===== src/rtl/load_store_unit.sv =====
// MIPS byte/half/word load-store unit for a word-wide, no-byte-enable memory.
// Optional UNALIGNED_LR_EN adds LWL/LWR merge with the captured rt value.
module load_store_unit #(
  parameter int ADDR_W = 32,
  parameter int DATA_W = 32
) (
  input  logic              clk,
  input  logic              reset_n,
  input  logic              req_valid,
  output logic              req_ready,
  input  logic [5:0]        opcode,
  input  logic [ADDR_W-1:0] addr,
  input  logic [DATA_W-1:0] store_data,
  input  logic [DATA_W-1:0] rt_old,
  output logic              resp_valid,
  output logic [DATA_W-1:0] load_data,
  output logic              addr_error,
  output logic [ADDR_W-1:0] mem_address,
  output logic [DATA_W-1:0] mem_write_data,
  output logic              mem_write,
  output logic              mem_read,
  input  logic [DATA_W-1:0] mem_read_data
);

  localparam logic [5:0] LB  = 6'h20;
  localparam logic [5:0] LH  = 6'h21;
  localparam logic [5:0] LW  = 6'h23;
  localparam logic [5:0] LBU = 6'h24;
  localparam logic [5:0] LHU = 6'h25;
  localparam logic [5:0] SB  = 6'h28;
  localparam logic [5:0] SH  = 6'h29;
  localparam logic [5:0] SW  = 6'h2B;
`ifdef UNALIGNED_LR_EN
  localparam logic [5:0] LWL = 6'h22;
  localparam logic [5:0] LWR = 6'h26;
`endif

  typedef enum logic [2:0] {
    IDLE, LOAD, RMW_RD, WRITE, RESP
  } state_t;

  state_t            state;
  logic [5:0]        op_q;
  logic [ADDR_W-1:0] addr_q;
  logic [DATA_W-1:0] sd_q;
  logic [DATA_W-1:0] wr_q;
`ifdef UNALIGNED_LR_EN
  logic [DATA_W-1:0] rt_q;
`else
  logic              unused_rt;
  assign unused_rt = ^rt_old;
`endif

  logic is_ld, mis, ld_ok, sw_ok, rmw_ok;

  always_comb begin
    is_ld = opcode inside {LB, LBU, LH, LHU, LW};
`ifdef UNALIGNED_LR_EN
    is_ld = is_ld || opcode == LWL || opcode == LWR;
`endif
    mis = (opcode inside {LH, LHU, SH} && addr[0])
       || (opcode inside {LW, SW} && addr[1:0] != 2'b00);
    ld_ok  = is_ld && !mis;
    sw_ok  = opcode == SW && !mis;
    rmw_ok = (opcode == SB || opcode == SH) && !mis;
  end

  // Big-endian lanes: byte k sits 8*(3-k) bits up, half h 16*(1-h) up.
  logic [1:0]        k;
  logic [4:0]        bsh, hsh;
  logic [7:0]        byte_v;
  logic [15:0]       half_v;
  logic [DATA_W-1:0] ld_v, merged;

  assign k      = addr_q[1:0];
  assign bsh    = {~k, 3'b000};
  assign hsh    = {~addr_q[1], 4'b0000};
  assign byte_v = 8'(mem_read_data >> bsh);
  assign half_v = 16'(mem_read_data >> hsh);

  always_comb begin
    ld_v = mem_read_data;
    case (op_q)
      LB:  ld_v = {{24{byte_v[7]}}, byte_v};
      LBU: ld_v = {24'b0, byte_v};
      LH:  ld_v = {{16{half_v[15]}}, half_v};
      LHU: ld_v = {16'b0, half_v};
`ifdef UNALIGNED_LR_EN
      LWL: ld_v = (mem_read_data << {k, 3'b000})
                | (rt_q & ~(32'hFFFF_FFFF << {k, 3'b000}));
      LWR: ld_v = (mem_read_data >> bsh)
                | (rt_q & ~(32'hFFFF_FFFF >> bsh));
`endif
      default: ld_v = mem_read_data;
    endcase
  end

  always_comb begin
    if (op_q == SB)
      merged = (mem_read_data & ~(32'h0000_00FF << bsh))
             | ({24'b0, sd_q[7:0]} << bsh);
    else
      merged = (mem_read_data & ~(32'h0000_FFFF << hsh))
             | ({16'b0, sd_q[15:0]} << hsh);
  end

  logic acc;
  assign acc = state == LOAD || state == RMW_RD || state == WRITE;

  assign req_ready      = state == IDLE;
  assign resp_valid     = state == RESP;
  assign mem_read       = state == LOAD || state == RMW_RD;
  assign mem_write      = state == WRITE;
  assign mem_address    = acc ? {addr_q[ADDR_W-1:2], 2'b00} : '0;
  assign mem_write_data = mem_write ? wr_q : '0;

  always_ff @(posedge clk or negedge reset_n) begin
    if (!reset_n) begin
      state      <= IDLE;
      op_q       <= '0;
      addr_q     <= '0;
      sd_q       <= '0;
      wr_q       <= '0;
      load_data  <= '0;
      addr_error <= 1'b0;
`ifdef UNALIGNED_LR_EN
      rt_q       <= '0;
`endif
    end else begin
      unique case (state)
        IDLE: if (req_valid) begin
          op_q       <= opcode;
          addr_q     <= addr;
          sd_q       <= store_data;
          wr_q       <= store_data;
          addr_error <= mis;
`ifdef UNALIGNED_LR_EN
          rt_q       <= rt_old;
`endif
          unique case (1'b1)
            mis:     state <= RESP;
            ld_ok:   state <= LOAD;
            sw_ok:   state <= WRITE;
            rmw_ok:  state <= RMW_RD;
            default: begin
              state     <= RESP;
              load_data <= '0;
            end
          endcase
        end
        LOAD: begin
          load_data <= ld_v;
          state     <= RESP;
        end
        RMW_RD: begin
          wr_q  <= merged;
          state <= WRITE;
        end
        WRITE:   state <= RESP;
        RESP:    state <= IDLE;
        default: state <= IDLE;
      endcase
    end
  end

endmodule


===== config.mk =====
export PLATFORM = sky130hd
export DESIGN_NAME = load_store_unit
export DESIGN_NICKNAME = d
export VERILOG_FILES = /design/src/rtl/load_store_unit.sv
export SDC_FILE = /design/constraint.sdc
export NUM_CORES = 1
export LEC_CHECK = 0
export ABC_CLOCK_PERIOD_IN_PS = 1950
export CORE_MARGIN = 4
export CORE_UTILIZATION = 35
export CTS_BUF_LIST = sky130_fd_sc_hd__clkbuf_4
export DETAILED_ROUTE_END_ITERATION = 12
export PLACE_DENSITY = 0.68
export SYNTH_ARGS = -nofsm -noshare
export SYNTH_HDL_FRONTEND = slang
export SYNTH_SLANG_ARGS = --single-unit
export TNS_END_PERCENT = 50

===== constraint.sdc =====
create_clock -name clk -period 1.95 [get_ports clk]
set_input_delay 0.4875 -clock clk [delete_from_list [all_inputs] [get_ports clk]]
set_output_delay 0.4875 -clock clk [all_outputs]
set_load 0.02 [all_outputs]

Word-level counts from Yosys, hierarchy flattened
Index checks and enable logic that the tools add are counted.

storage, ports and cells
  bits in registers = 122
  output and inout port bits = 101
  input bits = 137

cells by class
  reductions and logical operators = 22
  muxes and demuxes = 12
  shift-type cells = 6
  bitwise gates (word level) = 8
  equality and inequality tests = 19

operator list
  cell                     number
  $mux W32                 6
  $pmux W32 S2             2
  $pmux W32 S4             1
  $eq A6 B6 Y1 const B     13
  $and A32 B32 Y32         2
  $not A32 Y32             2
  $or A32 B32 Y32          2
  $shl A16 B5 Y32          1
  $shl A16 B5 Y32 const A  1
  $shl A8 B5 Y32           1
  $shl A8 B5 Y32 const A   1
  $shr A32 B5 Y16          1
  $shr A32 B5 Y8           1
  $pmux W3 S3              2
  $reduce_bool A2 Y1       4
  $eq A3 B2 Y1 const B     2
  $logic_and A1 B1 Y1      5
  $reduce_bool A5 Y1       1
  $logic_or A1 B1 Y1       4
  $ne A2 B2 Y1 const B     2
  $reduce_and A2 Y1        2
  $reduce_or A4 Y1         1
  $eq A3 B1 Y1 const B     1
  $eq A3 B3 Y1 const B     1
  other kinds (8)          8

Depth between registers and ports, before layout
  depth after elaboration = 10
  depth in mapped cells = 7
  depth with buffers taken out = 4

Least setup slack after synthesis
OpenSTA, ideal clock, no wires.

  path type = flip-flop to output port
  start = register state[0]
  end = output mem_write_data[23]
  arrival time = 1.552 ns
  slack = -0.090 ns
  cell stages (with the launch flop) = 5
  path buffers = 2
  required time = 1.462 ns
  path through = dfrtp_1 clkbuf_1 nor2b_1 clkbuf_1 and3_1

between the ends
  word-level cells in the longest chain between the ends = 2

ends and longest elaborated chain
  item                      line  source
  start: declaration        42    state_t state;
  start signal: assignment  119   state <= IDLE;
  start signal: assignment  141   mis: state <= RESP;
  start signal: assignment  142   ld_ok: state <= LOAD;
  $eq A3 B2 Y1              113   assign mem_write = state == WRITE;
  $mux W32                  115   assign mem_write_data = mem_write ? wr_q : '0;
  end: declaration          19    output logic [DATA_W-1:0] mem_write_data,

Every way passes these cells.

Worst setup path after layout
  start = register state[2]
  end = register load_data[16]

between the ends
  word-level cells in the longest chain between the ends = 3
  elaborated cells on any way between the ends = 7
  classes of those cells = eq/ne: 3; mux: 1; reduce/logical: 3

ends and longest elaborated chain
  item                                                                 line  source
  $eq A3 B1 Y1 / $logic_not A3 Y1 (equally long branches)              130   unique case (state)
  $reduce_bool A2 Y1 (no line) / $ne A2 B2 Y1 (equally long branches)  --
  $reduce_and A3 Y1 (no line)                                          --
  end signal: assignment                                               152   load_data <= ld_v;
  end: declaration                                                     16    output logic [DATA_W-1:0] load_data,

Several ways; a longest one is shown, not always the timed one.
A chain may end at the register's enable or synchronous reset.

==> reports/results.ini <==
[timing]
relSlewSlack_pct = 56.9
finalSetupTns_ps = -34490
setup_violations = 184
worst_slew_pin_slew_ps = 643
maxSlewViolCount = 0
clock-skew-final_ps = 23.8
fmax_mhz = 443
post-route-period-util_pct = 116
final_worst_slack_ps = -308
final.min_clock_period_ps = 2260
report.final.hold_viol_count = 0
rsz0062_at_grt = true
hold_slack_ps = 466

[power_and_ir_drop]
pwr_density_cell_nw_per_um2 = 828
pwr-share-clk_pct = 19.2
net-switching-power_mw = 3.20
ir_drop_uv = 354
cellLeakagePower_nw = 5.09
power_report.internal_total_mw = 5.65
switching_share_pct = 36.2
design_power_total_mw = 8.85
power.combinational.fraction_pct = 39.1
pwr-share-seq_pct = 41.7

[logic_synthesis]
ys_top_cells_by_count = 159 x sky130_fd_sc_hd__nand2_1, 122 x sky130_fd_sc_hd__dfrtp_1, 37 x sky130_fd_sc_hd__clkbuf_1, 37 x sky130_fd_sc_hd__o21ai_0, 34 x sky130_fd_sc_hd__a21oi_1
synth.distinct_cells = 58
synth_largest_area_cell = sky130_fd_sc_hd__dfrtp_1
synth_sequential_area_ratio_pct = 46.1
yosysMostFrequentCell = sky130_fd_sc_hd__nand2_1
postSynth.topFlopCell = sky130_fd_sc_hd__dfrtp_1
ys_top_cells_by_area = sky130_fd_sc_hd__dfrtp_1 46%, sky130_fd_sc_hd__nand2_1 9.0%, sky130_fd_sc_hd__and2_1 3.1%, sky130_fd_sc_hd__a221o_1 3.0%, sky130_fd_sc_hd__and3_1 3.0%
post_synth_inst_count = 722
synth-edff-count = 0
synthesis.yosys.warnings = 0
post_synth_instance_area_um2 = 6620
share_of_the_synthesized_area_in_the_top_cell_type_pct = 46.1
asyncSetResetFlopFracSynth_pct = 100
total_of_flip_flops_plus_latches_after_synthesis = 122
syn_area_per_cell_um2 = 9.17

[place]
place_inst = 1195
placement.cell_area_um2 = 9490
routabilityCongestion = 0.885
hpwl_um = 18400
portBuffers = 203

[run_status]
violations = negative setup slack
status = finished, violations left

[cells_and_area]
fin_cells = 1257
nets = 1149
areaGrowthSynthToFinish_pct = 61.5
n_antenna_cell = 0
multiInputGateArea_um2 = 3680
drive_above_1_share_pct = 34.6
seqCellArea_um2 = 3060
n_fill_cell = 1649
layout.cell_area.non_filler_um2 = 10700

[clock_tree]
h-tree-depth = 4
clkSlewWorstSetupHoldPaths_ps = 100
cts_buffers = 17
cts.path.max_buffers = 2
tritoncts_num_sinks = 122
tritoncts = built
cts_root_buffer = sky130_fd_sc_hd__clkbuf_4
worstSkewPairLatency_ps = 550

[detailed_routing]
wire_per_inst_um = 21.0
route.detailed.vias_per_inst = 5.53
routed-via-count = 6946
antenna_left = 0
detailedRoute.firstPassIterationCount = 7
drt_drc_violations_left = 0
routed_wl_um = 26400
drt_iter0_markers = 467

[critical_path]
timing.setup.critical_path_class = reg2reg
path_max_fanout = 8
critPathRequiredTime_ps = 2370
worstPathArrival_ps = 2680
crit_path_start_kind = register
endpoint_kind = register

[die]
core_area_um2 = 18600
number_of_top_level_pins = 238
dieWidth_um = 146
floorplan.die_area_um2 = 21200
rows = 50
floorplan.initialDensity_pct = 35.5
die_height_um = 146

[run]
maxCapViolCount = 0

[grt]
grt_max_degree = 36
first_global_vias = 6918
gr-usage-all-layers_pct = 24.0
grt-ovfl-total = 0
number_of_antenna_violations_at_the_first_check_in_global_routing = 1
wire_length_of_the_first_global_routing_pass_um = 39800

[hold_path]
timing.hold.worst.class = in2async

## metrics by stage
stage	utilization [%]	setup WS, ps
floorplan	-	-2.19
detailed placement	50.9	-416
finish	57.3	-308
global route	57.3	-349
global placement	50.9	-399
CTS	54.9	-307
## area by class of cell
cell class / count / share of cell area, %
multi-input cells: 528 / 34.4
repair buffers: 327 / 31.4
well taps: 234 / 2.74
flip-flops and latches: 122 / 28.6
clock inverters: 12 / 1.02
inverters: 16 / 0.562
clock buffers: 18 / 1.26
## state kept, by name, indices dropped and copies added (netlist names)
signal,cells
wr_q,32
load_data,32
state,3
addr_error,1
addr_q,32
op_q,6
sd_q,16
## logic make-up (layout without fill, tap and decap cells)
logic type | Yosys count | in the layout | share of synthesized area, %
AO/OA/AOI/OAI | 200 | 200 | 22.3
buffers and inverters | 74 | 373 | 4.99
flip-flops | 122 | 122 | 46.1
multiplexers | 14 | 14 | 3.10
other | 1 | 2 | 0.0567
AND/OR/NAND/NOR | 311 | 312 | 23.4
## power by group through the flow
stage	clock network (mW)	logic (mW)	registers, mW
after floorplan	0	1.67	3.59
after global placement	0	2.90	3.66
after detailed placement	0	2.96	3.67
after CTS	1.74	3.10	3.66
after global routing	1.87	3.72	3.76
final	1.70	3.46	3.69
## path summary, 6_finish.rpt
path / from / end / slack, ps / cells after the start
max in group asynchronous: reset_n / wr_q[9]$_DFFE_PN0P_ / 880 / 3
min: reset_n / addr_q[17]$_DFFE_PN0P_ / 470 / 2
min reg2reg: addr_q[11]$_DFFE_PN0P_ / addr_q[11]$_DFFE_PN0P_ / 480 / 2
max: state[2]$_DFFE_PN0P_ / load_data[16]$_DFFE_PN0P_ / -310 / 8
max reg2reg: state[2]$_DFFE_PN0P_ / load_data[16]$_DFFE_PN0P_ / -310 / 8
min in group clk: addr[15] / addr_q[15]$_DFFE_PN0P_ / 470 / 3
## cells in the final DEF, fill, tap and decap left out, types with 23 or more instances in the layout
| cell type | count |
|---|---|
| sky130_fd_sc_hd__a21oi_1 | 32 |
| sky130_fd_sc_hd__and2_4 | 25 |
| sky130_fd_sc_hd__and3_4 | 32 |
| sky130_fd_sc_hd__buf_4 | 84 |
| sky130_fd_sc_hd__buf_6 | 74 |
| sky130_fd_sc_hd__clkdlybuf4s50_1 | 103 |
| sky130_fd_sc_hd__dfrtp_1 | 119 |
| sky130_fd_sc_hd__dlygate4sd2_1 | 33 |
| sky130_fd_sc_hd__nand2_1 | 152 |
| sky130_fd_sc_hd__o21ai_0 | 30 |
| sky130_fd_sc_hd__or3_1 | 23 |
## routing by layer
metal | global-route usage (%) | share of wire [%] | up-vias
met2 | 39.0 | 48 | 332
met3 | 7.38 | 7.7 | 62
met5 | 0 | 0.049 | -
li1 | - | - | 3192
met4 | 10.8 | 4.5 | 2
met1 | 29.4 | 40 | 3358
## worst max-delay path, stage by stage (launching register included)
cell	delay, ps
sky130_fd_sc_hd__dfrtp_2	470
sky130_fd_sc_hd__buf_6	140
sky130_fd_sc_hd__buf_8	120
sky130_fd_sc_hd__buf_6	130
sky130_fd_sc_hd__buf_12	120
sky130_fd_sc_hd__nor4b_4	440
sky130_fd_sc_hd__o22ai_4	210
sky130_fd_sc_hd__clkbuf_16	210
sky130_fd_sc_hd__a221o_1	310
## timing repair
action,in CTS,in global routing
hold endpoints to repair,30,0
hold buffers,1,0
setup endpoints to repair,146,181
buffers inserted,11,10
gates resized for setup,500,77
pin swaps,44,40
cloned,5,6
Note: power is estimated with default switching activity, not from simulation.
==> variant 1 (same flow settings) <==
Make the reset (`reset_n`) synchronous in one clocked block.
--- a/src/rtl/load_store_unit.sv
+++ b/src/rtl/load_store_unit.sv
@@ -114,7 +114,7 @@
   assign mem_address    = acc ? {addr_q[ADDR_W-1:2], 2'b00} : '0;
   assign mem_write_data = mem_write ? wr_q : '0;
 
-  always_ff @(posedge clk or negedge reset_n) begin
+  always_ff @(posedge clk) begin
     if (!reset_n) begin
       state      <= IDLE;
       op_q       <= '0;
Function: differs if reset_n is asserted again (counterexample within 4 cycles, from zero or initial values and one cycle with reset_n low); with reset_n held inactive, the same outputs for 4 cycles.
==> variant 1 against the original RTL <==
The flow still finishes with violations (negative setup slack); critical path depth fell by 2; count of clock-buffer cells in the layout did not move; global-route usage fell by 2.3 points; highest routed layer unchanged; largest cell class unchanged; utilization fell by 2.2 points; synthesized area fell by 5.3%; wire length fell by 15%; cell area fell by 10%; sequential cell count did not move; worst setup slack improved by 0.041 ns.
Power is not compared: it rests on default switching activity, and its combinational part moved more than twofold at a synthesized area within 25%.
==> variant 1: results (changes against the original RTL) <==
initial antenna violation count: 2 (+1)
dpl cell area: 0.009066 mm² (-4.4%)
Post-synth top cells: nand2_1 (208), dfxtp_1 (122), and2_1 (65)
final non-filler cell total: 1282 (+2.0%)
slowest CP cell: dfxtp_2
Worst-path clk slew: 0.11 ns
inverters: 3 (-13)
mux cell area share after synthesis: 6.930% (+3.8 points)
Fillers: 1600 (-3.0%)
Fin Clk Skew: 0.03166 ns (+0.007875 ns)
multi-input logic area: 0.003655 mm² (-0.68%)
Adder-Cell Fraction of Synth Area: 0% (unchanged)
first-pass GRT wire length: 34430 µm (-13%)
Syn Area/Cell: 7.930 µm² (-13%)
failing checks: negative setup slack
Seq/total area: 25.51% (-3.1 points)
initial drt markers: 467 (unchanged)
buffers outside the clock class: 297 (-9.2%)
crit-path max cell delay: 0.36 ns (-0.11 ns)
Setup violations, final: 65 (-65%)
CP Max Fanout: 9 (+1)
R2R setup slack: 0.06 ns (+0.37 ns)
Taps Inserted: 225 (-3.8%)
setup TNS: -13.14 ns (+21.35 ns)
multi-input gates: 602 (+14%)
Worst Hold Class: primary input to flop
share of cells above drive strength 1: 24.91% (-9.7 points)
vias in the first global route: 6391 (-7.6%)
number of port buffers: 203 (unchanged)
P&R area growth vs syn: 53.39%
setup ws final: -0.2667 ns (+0.04099 ns)
Overall Global Routing Usage: 21.66% (-2.3 points)
Seq cells: 122 (unchanged)
placed insts: 1244 (+4.1%)
library cells used by synthesis: 51 (-12%)
FFs w/ async S/R, synth: 0% (-100 points)
WP data arrival: 1.73 ns (-0.95 ns)
compound-cell area share of the yosys netlist: 24.21% (+1.9 points)
Net Sw Frac: 27.81%
ys flop type: dfxtp_1
synth top area cells: dfxtp_1 (39%), nand2_1 (12%), a21boi_0 (7.4%)
drt first pass iters: 5 (-2)
sequential element share of the synthesized area: 38.99% (-7.1 points)
Antenna Cells: 1 (+1)
GP Congestion: 0.8989 (+1.6%)
buffer depth of the longest clock path: 2 (unchanged)
via count: 6609 (-4.9%)
status: finished, violations left
hpwl dp: 16500 µm (-10%)
Post-Route WL: 22400 µm (-15%)
dpl ws: -0.5221 ns (-0.1064 ns)
ClkCell Share: 3.268% (+0.99 points)
Data buffer area share: 30.12% (-1.3 points)
Slew @ Worst Pin: 0.6741 ns (+0.03084 ns)
variant 1: changes by cell type after synthesis, sizes merged, moves of 15 or more:
cell / unedited run / this run
a21boi: 2 / 63
and2: 33 / 67
and3: 32 / 0
dfrtp: 122 / 0
dfxtp: 0 / 122
mux2i: 1 / 22
nand2: 159 / 210
o21ai: 37 / 57
o21bai: 16 / 0
o221a: 16 / 0
o22ai: 9 / 24
or3: 24 / 1
variant 1: timing repair:
action	CTS	global route
pin swaps	2	24
gates cloned	2	1
resized for setup	442	39
setup buffers	2	1
setup endpoints to repair	99	112
variant 1: stage by stage:
step                hold slack, ns  total power [µW]
global placement            0.4401              3839
detailed placement          0.4431              3849
CTS                         0.3730              5836
finish                      0.4126              5815
floorplan                   0.4388              3283
global route                0.3895              6048
variant 1: path summary, 6_finish.rpt:
check                    startpoint                      to  cells after the start
max           state[1]$_SDFFE_PN0P_       mem_write_data[8]                      6
min                         reset_n  addr_q[0]$_SDFFE_PN0P_                      3
max reg2reg   state[1]$_SDFFE_PN0P_   wr_q[22]$_SDFFE_PN0P_                      8
min reg2reg  addr_q[4]$_SDFFE_PN0P_  addr_q[4]$_SDFFE_PN0P_                      2
variant 1: worst register-to-register path, delay by kind of cell, from the launching register on:
family | cells | cell delay, ns
flip-flops | 1 | 0.34
AND/OR/NAND/NOR | 3 | 0.74
buffers and inverters | 3 | 0.49
AO/OA/AOI/OAI | 2 | 0.23
variant 1: routing by layer:
metal	GRT usage (%)	vias to the layer above	routed length (µm)
met5	0	-	15
met4	8.232	2	683
met2	34.77	265	10440
met1	28.48	3071	9628
met3	4.786	56	1632
li1	-	3215	-
variant 1: kinds of logic after synthesis:
logic type | after synthesis
flip-flops | 122
other | 1
AO/OA/AOI/OAI | 235
multiplexers | 36
AND/OR/NAND/NOR | 329
buffers and inverters | 67
==> variant 2 (config.mk and constraints unchanged) <==
Without the edit above. Build with the macro `UNALIGNED_LR_EN` defined.
--- a/src/rtl/load_store_unit.sv
+++ b/src/rtl/load_store_unit.sv
@@ -1,5 +1,7 @@
 // MIPS byte/half/word load-store unit for a word-wide, no-byte-enable memory.
 // Optional UNALIGNED_LR_EN adds LWL/LWR merge with the captured rt value.
+`define UNALIGNED_LR_EN
+
 module load_store_unit #(
   parameter int ADDR_W = 32,
   parameter int DATA_W = 32
Function: changed (a bounded check fails within 4 cycles, from zero or initial values and one cycle with reset_n low).
==> variant 2 against the original RTL <==
The flow still finishes with violations (negative setup slack); synthesized area rose by 42%; sequential share of layout area fell by 0.86 points; worst setup slack got worse by 0.046 ns; power rose by 34%; cell area rose by 30%; sequential cell count rose by 32; wire length rose by 35%; via count rose by 39%.
==> variant 2: results (changes against the original RTL) <==
Post-Route WL: 35610 µm (+35%)
vias in the first global route: 9437 (+36%)
Fillers: 2402 (+46%)
synth top area cells: dfrtp_1 (41%), nand2_1 (12%), and2_1 (4.5%)
first-pass GRT wire length: 53080 µm (+33%)
FFs w/ async S/R, synth: 100.0% (unchanged)
setup TNS: -21.55 ns (+12.94 ns)
CP Max Fanout: 33 (+25)
XOR/XNOR Fraction of Synth Area: 0% (unchanged)
H-Tree Depth: 4 (unchanged)
buffer depth of the longest clock path: 2 (unchanged)
grt total ovfl: 0 (unchanged)
mux cell area share after synthesis: 10.68% (+7.6 points)
Root Driver: clkbuf_4
GP Congestion: 0.9413 (+6.4%)
Vias/cell: 5.598 (+1.3%)
largest net degree at the start of global routing: 47 (+31%)
Setup violations, final: 126 (-32%)
Skew-Pair Late Insertion Delay: 0.58 ns (+0.03 ns)
Syn. warnings: 0 (unchanged)
failing checks: negative setup slack
Worst-path clk slew: 0.15 ns (+0.05 ns)
CTS Buf Count: 17 (unchanged)
dpl ws: -0.5183 ns (-0.1026 ns)
drt first pass iters: 5 (-2)
library cells used by synthesis: 69 (+19%)
compound-cell area share of the yosys netlist: 21.08% (-1.2 points)
Static Leak: 0.006726 µW (+32%)
Adder-Cell Fraction of Synth Area: 0% (unchanged)
WP data arrival: 1.82 ns (-0.86 ns)
hpwl dp: 26320 µm (+43%)
number of port buffers: 235 (+16%)
status: finished, violations left
share of cells above drive strength 1: 28.93% (-5.7 points)
final net count: 1510 (+31%)
Worst Hold Class: primary input to asynchronous set/reset pin
setup ws final: -0.3535 ns (-0.04577 ns)
Fin Clk Skew: 0.02229 ns (-0.001497 ns)
Post-synth top cells: nand2_1 (303), dfrtp_1 (154), and2_1 (67)
initial antenna violation count: 0 (-1)
Antenna Cells: 0 (unchanged)
initial drt markers: 675 (+45%)
Overall Global Routing Usage: 23.16% (-0.81 points)
sequential element share of the synthesized area: 41.15% (-5.0 points)
Max VDD drop: 360.9 µV (+2.1%)
## variant 2: changes by cell type after synthesis, sizes merged, moves of 31 or more
cell	delta
and2	+34
and3	-31
dfrtp	+32
mux2i	+37
nand2	+144
## variant 2: power by group
part / internal (µW) / switching (µW) / total (µW) / leakage (µW)
combinational: 2530 / 2660 / 5190 / 0.00466
sequential: 3990 / 665 / 4660 / 0.00193
clock: 675 / 1320 / 1990 / 0.000142
## variant 2: worst paths after layout
| check | slack [ns] | endpoint | depth (start not counted) | startpoint |
|---|---|---|---|---|
| max | -0.35 | mem_write_data[13] | 4 | state[2]$_DFFE_PN0P_ |
| min | 0.41 | addr_q[15]$_DFFE_PN0P_ | 2 | reset_n |
| max reg2reg | -0.16 | wr_q[8]$_DFFE_PN0P_ | 7 | state[2]$_DFFE_PN0P_ |
| min reg2reg | 0.48 | sd_q[13]$_DFFE_PN0P_ | 2 | sd_q[13]$_DFFE_PN0P_ |
| max in group asynchronous | 0.95 | load_data[21]$_DFFE_PN0P_ | 3 | reset_n |
| min in group clk | 0.41 | addr_q[14]$_DFFE_PN0P_ | 3 | addr[14] |
## variant 2: kinds of logic (layout without fill, tap and decap cells)
logic type             count (synthesis)  count (layout)
AOI/OAI and AO/OA                    249             249
buffers and inverters                 87             439
DFF                                  154             154
muxes                                 78              78
other                                  1               2
and+or+nand+nor                      464             464
## variant 2: repair_timing
action                                 in CTS  in global routing
gates resized for setup                   294                201
endpoints found under the hold margin      39                  0
cloned                                      0                  6
setup endpoints to repair                 112                198
pin swaps                                   1                 23
hold buffers                                1                  0
buffers inserted                            5                  1
## variant 2: critical path: stages (launching register included)
cell     delay (ns)
dfrtp_2        0.49
nor3b_4        0.24
buf_12         0.19
and2_1         0.17
buf_4          0.15
## variant 2: per-stage QoR
step / total power, µW / cells / utilization [%] / cell area [µm²]
6_report: 11840 / 1721 / 53.17 / 13930
5_1_grt: 12560 / 1721 / 53.17 / 13930
4_1_cts: 11600 / 1714 / 51.43 / 13480
3_3_place_gp: 9504 / 1676 / 50.07 / 13120
3_5_place_dp: 9589 / 1676 / 50.07 / 13120
2_1_floorplan: 7394 / 1034 / - / 9374
## variant 2: metal layers
layer / GRT usage [%] / routed length, µm / share of wire (%) / vias up
met5: 0 / 0 / 0 / -
met4: 5.580 / 728 / 2.0 / 0
met3: 4.895 / 3095 / 8.7 / 52
met2: 37.43 / 16700 / 47 / 462
met1: 32.02 / 15080 / 42 / 4729
li1: - / - / - / 4392
## variant 2: cell type report
| cell class | count | share of cell area (%) |
|---|---|---|
| clock buffers | 18 | 0.9698 |
| clock inverters | 14 | 0.9968 |
| inverters | 6 | 0.1616 |
| multi-input cells | 793 | 38.11 |
| flip-flops and latches | 154 | 27.74 |
| well taps | 335 | 3.008 |
| repair buffers | 401 | 29.01 |
